===== src/rtl/nf10_axis_width_converter_v2.sv =====
// AXI4-Stream up/down/equal width converter with tuser default-port fill and packet/error stats.
// Latency 1 cycle; s_axis_tready drops only while a finished word (or held slices) awaits m_axis_tready.
module nf10_axis_width_converter_v2 #(
  parameter int C_S_AXIS_DATA_WIDTH = 64,
  parameter int C_M_AXIS_DATA_WIDTH = 256,
  parameter int C_TUSER_WIDTH = 128,
  parameter int C_LEN_WIDTH = 16,
  parameter int C_SPT_WIDTH = 8,
  parameter int C_DPT_WIDTH = 8,
  parameter int C_DEFAULT_VALUE_ENABLE = 0,
  parameter logic [C_SPT_WIDTH-1:0] C_DEFAULT_SRC_PORT = 8'h00,
  parameter logic [C_DPT_WIDTH-1:0] C_DEFAULT_DST_PORT = 8'h00
) (
  input  logic                             axi_aclk,
  input  logic                             axi_resetn,
  input  logic [C_S_AXIS_DATA_WIDTH-1:0]   s_axis_tdata,
  input  logic [C_S_AXIS_DATA_WIDTH/8-1:0] s_axis_tstrb,
  input  logic [C_TUSER_WIDTH-1:0]         s_axis_tuser,
  input  logic                             s_axis_tvalid,
  output logic                             s_axis_tready,
  input  logic                             s_axis_tlast,
  output logic [C_M_AXIS_DATA_WIDTH-1:0]   m_axis_tdata,
  output logic [C_M_AXIS_DATA_WIDTH/8-1:0] m_axis_tstrb,
  output logic [C_TUSER_WIDTH-1:0]         m_axis_tuser,
  output logic                             m_axis_tvalid,
  input  logic                             m_axis_tready,
  output logic                             m_axis_tlast,
  output logic [31:0]                      stat_pkt_count,
  output logic [15:0]                      stat_err_count
);
  localparam int SW = C_S_AXIS_DATA_WIDTH;
  localparam int MW = C_M_AXIS_DATA_WIDTH;
  localparam int SB = SW / 8;
  localparam int MB = MW / 8;
  localparam int TU = C_TUSER_WIDTH;
  localparam int SPT_LO = C_LEN_WIDTH;
  localparam int DPT_LO = C_LEN_WIDTH + C_SPT_WIDTH;

  function automatic logic [TU-1:0] fix_user(input logic [TU-1:0] u);
    logic [TU-1:0] r;
    r = u;
    if (C_DEFAULT_VALUE_ENABLE != 0) begin
      if (u[SPT_LO +: C_SPT_WIDTH] == '0) r[SPT_LO +: C_SPT_WIDTH] = C_DEFAULT_SRC_PORT;
      if (u[DPT_LO +: C_DPT_WIDTH] == '0) r[DPT_LO +: C_DPT_WIDTH] = C_DEFAULT_DST_PORT;
    end
    return r;
  endfunction

  logic run;   // holds s_axis_tready low until the first clock after reset release
  logic sof;
  logic s_acc;
  logic m_hs;

  assign s_acc = s_axis_tvalid & s_axis_tready;
  assign m_hs  = m_axis_tvalid & m_axis_tready;

  always_ff @(posedge axi_aclk or negedge axi_resetn) begin
    if (!axi_resetn) begin
      run            <= 1'b0;
      sof            <= 1'b1;
      stat_pkt_count <= '0;
      stat_err_count <= '0;
    end else begin
      run <= 1'b1;
      if (s_acc) sof <= s_axis_tlast;
      if (m_hs && m_axis_tlast) stat_pkt_count <= stat_pkt_count + 32'd1;
      if (s_acc && s_axis_tlast && s_axis_tstrb == '0 && stat_err_count != 16'hFFFF)
        stat_err_count <= stat_err_count + 16'd1;
    end
  end

  generate
    if (SW <= MW) begin : g_up
      // Equal widths fall out of this path with a single slot: a plain register slice.
      localparam int R  = MW / SW;
      localparam int CW = (R > 1) ? $clog2(R) : 1;
      logic [CW-1:0] slot;
      logic [MW-1:0] dat_q;
      logic [MB-1:0] strb_q;
      logic [TU-1:0] user_q;
      logic          last_q;
      logic          vld_q;

      assign s_axis_tready = run & (~vld_q | m_axis_tready);

      always_ff @(posedge axi_aclk or negedge axi_resetn) begin
        if (!axi_resetn) begin
          slot   <= '0;
          dat_q  <= '0;
          strb_q <= '0;
          user_q <= '0;
          last_q <= 1'b0;
          vld_q  <= 1'b0;
        end else begin
          if (m_hs) vld_q <= 1'b0;
          if (s_acc) begin
            for (int i = 0; i < R; i++) begin
              if (slot == CW'(i)) begin
                dat_q[i*SW +: SW]  <= s_axis_tdata;
                strb_q[i*SB +: SB] <= s_axis_tstrb;
              end else if (slot == '0) begin
                dat_q[i*SW +: SW]  <= '0;
                strb_q[i*SB +: SB] <= '0;
              end
            end
            if (sof) user_q <= fix_user(s_axis_tuser);
            if (slot == CW'(R - 1) || s_axis_tlast) begin
              vld_q  <= 1'b1;
              last_q <= s_axis_tlast;
              slot   <= '0;
            end else begin
              slot <= slot + CW'(1);
            end
          end
        end
      end

      assign m_axis_tdata  = dat_q;
      assign m_axis_tstrb  = strb_q;
      assign m_axis_tuser  = user_q;
      assign m_axis_tlast  = last_q;
      assign m_axis_tvalid = vld_q;
    end else begin : g_down
      localparam int R  = SW / MW;
      localparam int CW = $clog2(R);
      logic [SW-1:0] hdat;
      logic [SB-1:0] hstrb;
      logic          hlast;
      logic          hvld;
      logic [CW-1:0] idx;
      logic [CW-1:0] lidx;
      logic [TU-1:0] user_q;
      logic          final_slice;

      // Last slice to emit: all of them mid-packet, else the highest one carrying bytes.
      function automatic logic [CW-1:0] last_slice(input logic [SB-1:0] st, input logic last);
        logic [CW-1:0] r;
        r = CW'(R - 1);
        if (last) begin
          r = '0;
          for (int i = 0; i < R; i++)
            if (st[i*MB +: MB] != '0) r = CW'(i);
        end
        return r;
      endfunction

      assign final_slice   = (idx == lidx);
      assign s_axis_tready = run & (~hvld | (m_axis_tready & final_slice));

      always_ff @(posedge axi_aclk or negedge axi_resetn) begin
        if (!axi_resetn) begin
          hdat   <= '0;
          hstrb  <= '0;
          hlast  <= 1'b0;
          hvld   <= 1'b0;
          idx    <= '0;
          lidx   <= '0;
          user_q <= '0;
        end else if (s_acc) begin
          hdat  <= s_axis_tdata;
          hstrb <= s_axis_tstrb;
          hlast <= s_axis_tlast;
          hvld  <= 1'b1;
          idx   <= '0;
          lidx  <= last_slice(s_axis_tstrb, s_axis_tlast);
          if (sof) user_q <= fix_user(s_axis_tuser);
        end else if (m_hs) begin
          if (final_slice) hvld <= 1'b0;
          else idx <= idx + CW'(1);
        end
      end

      always_comb begin
        m_axis_tdata = '0;
        m_axis_tstrb = '0;
        for (int i = 0; i < R; i++) begin
          if (idx == CW'(i)) begin
            m_axis_tdata = hdat[i*MW +: MW];
            m_axis_tstrb = hstrb[i*MB +: MB];
          end
        end
      end

      assign m_axis_tuser  = user_q;
      assign m_axis_tlast  = hvld & hlast & final_slice;
      assign m_axis_tvalid = hvld;
    end
  endgenerate
endmodule

===== config.mk =====
export PLATFORM = sky130hd
export DESIGN_NAME = nf10_axis_width_converter_v2
export DESIGN_NICKNAME = d
export VERILOG_FILES = /design/src/rtl/nf10_axis_width_converter_v2.sv
export SDC_FILE = /design/constraint.sdc
export NUM_CORES = 1
export LEC_CHECK = 0
export CAP_MARGIN = 0
export CORE_AREA = 2 2 262 264
export DETAILED_ROUTE_END_ITERATION = 6
export DIE_AREA = 0 0 264 266
export GPL_TIMING_DRIVEN = 0
export HOLD_SLACK_MARGIN = 0.15
export SYNTH_ARGS = -nofsm -noshare
export SYNTH_HDL_FRONTEND = slang
export SYNTH_SLANG_ARGS = --single-unit

===== constraint.sdc =====
create_clock -name axi_aclk -period 2.8 [get_ports axi_aclk]
set_input_delay 0.84 -clock axi_aclk [delete_from_list [all_inputs] [get_ports axi_aclk]]
set_output_delay 0.84 -clock axi_aclk [all_outputs]
set_load 0.02 [all_outputs]

==> summary.md <==
| Metric | Value |
|---|---|
| FF-to-FF End | m_axis_tdata[255] |
| Iter 0 DRT Violations | about 820 |
| Leakage power | 12.48 nW |
| P&R area growth vs syn | 54.57% |
| Worst-margin pin slew | between 0.9 and 1 ns |
| Critical path, cell by cell | clkdlybuf4s50_1, nand2b_4, and2_1, clkdlybuf4s15_2 |
| ANT nets after route | 0 |
| P_sw | 8.483 mW |
| CP Buf/Inv Count | 2 |
| CTS Root Cell | clkbuf_16 |
| Initial Utilization | 0.2626 |
| Fin util | 0.4058 |
| Initial antenna violation count | 4 |
| RR Startpoint | g_up.slot[0] |
| Final setup TNS | 0 ns |
| Period utilization | 0.9904 |
| Placed inst area | roughly 26000 µm² |
| Non-filler cells, final | 3078 |
| Cell area after layout | 27490 µm² |
| Die height | around 270 µm |
| Critical path data required time | approximately 2.0 ns |
| DR pass1 iterations | 5 |
| Syn Inst Count | ~1.4k |
| Synth top area cells | dfrtp_1 66%, mux2_2 8.7%, nand2_1 7.5%, a22o_1 7.1%, nand3_1 2.6% |
| Yosys warns | 0 |
| Crit Path Class | input port to output port |
| Clock share of power | 0.264 |
| Commonest non-fill, non-tap cell in the layout | clkdlybuf4s50_1 |
| Post-DP HPWL | roughly 51000 µm |
| Max Freq | 360.6 MHz |
| Slowest cell on crit path | clkdlybuf4s50_1 |
| Worst vdd ir | around 0.55 mV |
| Logic pwr share | 0.359 |
| Worst Hold Launch | m_axis_tdata[247] |
| Vias in the first global route | around 15k |
| Clock skew | ~0.017 ns |
| Per-cell routed wire length | between 20 and 25 µm |
| PortBufs | approximately 670 |
| Crit path time final | roughly 2.8 ns |
| Status | complete, no violations |
| Number of distinct library cells after synthesis | 38 |
| Drt drc | 0 |
| Synth Cell Area | around 18000 µm² |
| Remaining Overflow, GRT | 0 |
| Worst Hold Class | flop to flop |
| Clock buffer count from CTS | 50 |
| Die ar. | around 70000 µm² |
| Worst slew margin | 0.3659 |
| Core area | 67750 µm² |
| Flops & latches, synth | 470 |
| Maxcap violations | 0 |
| Clock buffer depth | 3 |
| CTS tree | yes |
| Flop pwr share | 0.377 |
| Gr usage total | 0.1854 |
| Critical Path Fanout Max | 5 |
| Worst EP arrival | around 1.9 ns |
| Worst Hold End | m_axis_tdata[247] |
| First-pass GRT wire length | between 90000 and 100000 µm |
| Int Pwr | roughly 17 mW |
| Cell Rows | between 90 and 100 |
| Hold path cells | 2 |
| Switching Fraction | 0.3342 |
| Largest net degree at the start of global routing | 118 |
| Routed WL | 67200 µm |
| Layout cells sized above 1 | 0.1336 |
| Pwr per Cell Area | 923.2 nW/µm² |
| RePlAce Congestion | 0.8688 |
| Synth top area share | 0.6598 |
| Worst Setup Slack, final | between 0.02 and 0.03 ns |
| Max-slew violations | 0 |
| Htree depth | 2 |
| Placed Instances | between 2k and 3k |
| Most frequent cells in the layout | 669 x clkdlybuf4s50_1, 469 x dfrtp_1, 355 x nand2_1 |
| CTS sink cnt | 470 |
| CTS clock-pin slew for the worst setup and hold paths | approximately 0.06 ns |
| Path depth of the worst reg2reg path | 5 |
| CP Capture Type | output port |
| Chip Width | roughly 260 µm |
| CP startpoint kind | input port |
| Sequential fraction of the synthesis area | 0.6613 |
| Routed vias | 14.19k |
| Nets | ~2.4k |
| Reg2Reg Setup Slack | between 0.4 and 0.5 ns |
| Tightest hold margin | between 0.4 and 0.5 ns |
| Vias per inst | approximately 4.6 |
| Post-Syn Nets | ~1.6k |
| Largest area contributor in the netlist | dfrtp_1 |
| Clk_lat worst skew | between 0.5 and 0.6 ns |
| I/O pin cnt | between 600 and 700 |
| Syn avg cell area | about 13 µm² |
| CP max stage delay | 0.53 ns |
| Setup violators final | 0 |
| Final hold violation count | 0 |
| Crit path max-delay family | buffers and inverters |
| Total power | about 25 mW |
| Pre-CTS WS | -0.9634 ns |
[routing by layer]
metal	vias to the layer above	GRT usage	wire, µm
met4	2	0.06327	2147
met3	101	0.05342	5015
li1	6363	-	-
met2	567	0.3201	33250
met1	7154	0.2209	26780
met5	-	0	6
[worst register-to-register path, cell delays in order (launching register included)]
cell and delay, ns:
dfrtp_1 0.41, ha_1 0.20, clkbuf_1 0.59, clkbuf_1 0.78, nand3_1 0.16, nand2_1 0.11
[worst max path at each step]
stage | start | end | slack, ns | cells after the start
2_1_floorplan | m_axis_tready | m_axis_tuser[107] | 0.51 | 7
3_3_place_gp | axi_resetn | m_axis_tuser[108] | -19.88 | 1
3_5_place_dp | m_axis_tready | m_axis_tdata[188] | -0.96 | 8
4_1_cts | m_axis_tready | s_axis_tready | 0.01 | 4
5_1_grt | m_axis_tready | m_axis_tdata[3] | -0.009 | 9
6_report | m_axis_tready | s_axis_tready | 0.03 | 4
[cell usage after synthesis (all sizes together)]
cell type and number:
and3 12, nand3 93, inv 6, a31oi 2, a22o 144, nand2b 2
dfstp 1, and2 5, dfrtp 469, ha 6, clkbuf 36, or3 1
nor2 14, nor4 4, nand2 357, a21o 2, conb 1, o21ai 3
xnor2 31, and4 5, nor4b 1, or4 3, mux2 138, xor2 15
buf 49, or2 2, nor3 5, nand4 14
[sequential cells by signal, indices dropped and copies added (netlist names)]
signal / count
g_up.slot: 2
m_axis_tvalid: 1
m_axis_tdata: 256
sof: 1
m_axis_tlast: 1
stat_err_count: 16
run: 1
m_axis_tstrb: 32
stat_pkt_count: 32
m_axis_tuser: 128
[logic make-up after synthesis]
logic type                 Yosys count  share of synthesized area
and+or+nand+nor                    518                     0.1271
DFF                                470                     0.6613
AOI/OAI and AO/OA                  151                    0.07330
muxes                              138                    0.08737
buffers and inverters               91                    0.02385
xor gates and xnor gates            46                    0.02265
adders and majority gates            6                   0.004220
other                                1                  0.0002108
[power by group through the flow]
stage,Combinational [mW],Sequential (mW),Clock (mW)
floorplan,1.85,11.7,0
global placement,9.07,9.62,0
detailed placement,9.17,9.66,0
CTS,9.24,9.57,6.88
global route,9.60,9.77,7.17
finish,9.11,9.57,6.70
[timing repair]
| action | 4_1_cts | 5_1_grt |
|---|---|---|
| setup endpoints to repair | 344 | 45 |
| hold endpoints to repair | 35 | 0 |
| hold buffers | 1 | 0 |
| resized for setup | 11 | 9 |
| pin swaps | 2 | 0 |
| gates cloned | 0 | 0 |
| buffers inserted | 6 | 0 |
[area by class of cell]
cell class	count	area [µm²]
Multi-Input combinational cell	860	5618
Tap cell	882	1104
Fill cell	6436	40250
Clock inverter	10	153.9
Timing Repair Buffer	683	6928
Sequential cell	470	11760
Buffer	84	411.6
Clock buffer	80	1485
Inverter	6	22.52
Antenna cell	3	7.507
(Power assumes the default switching activity.)
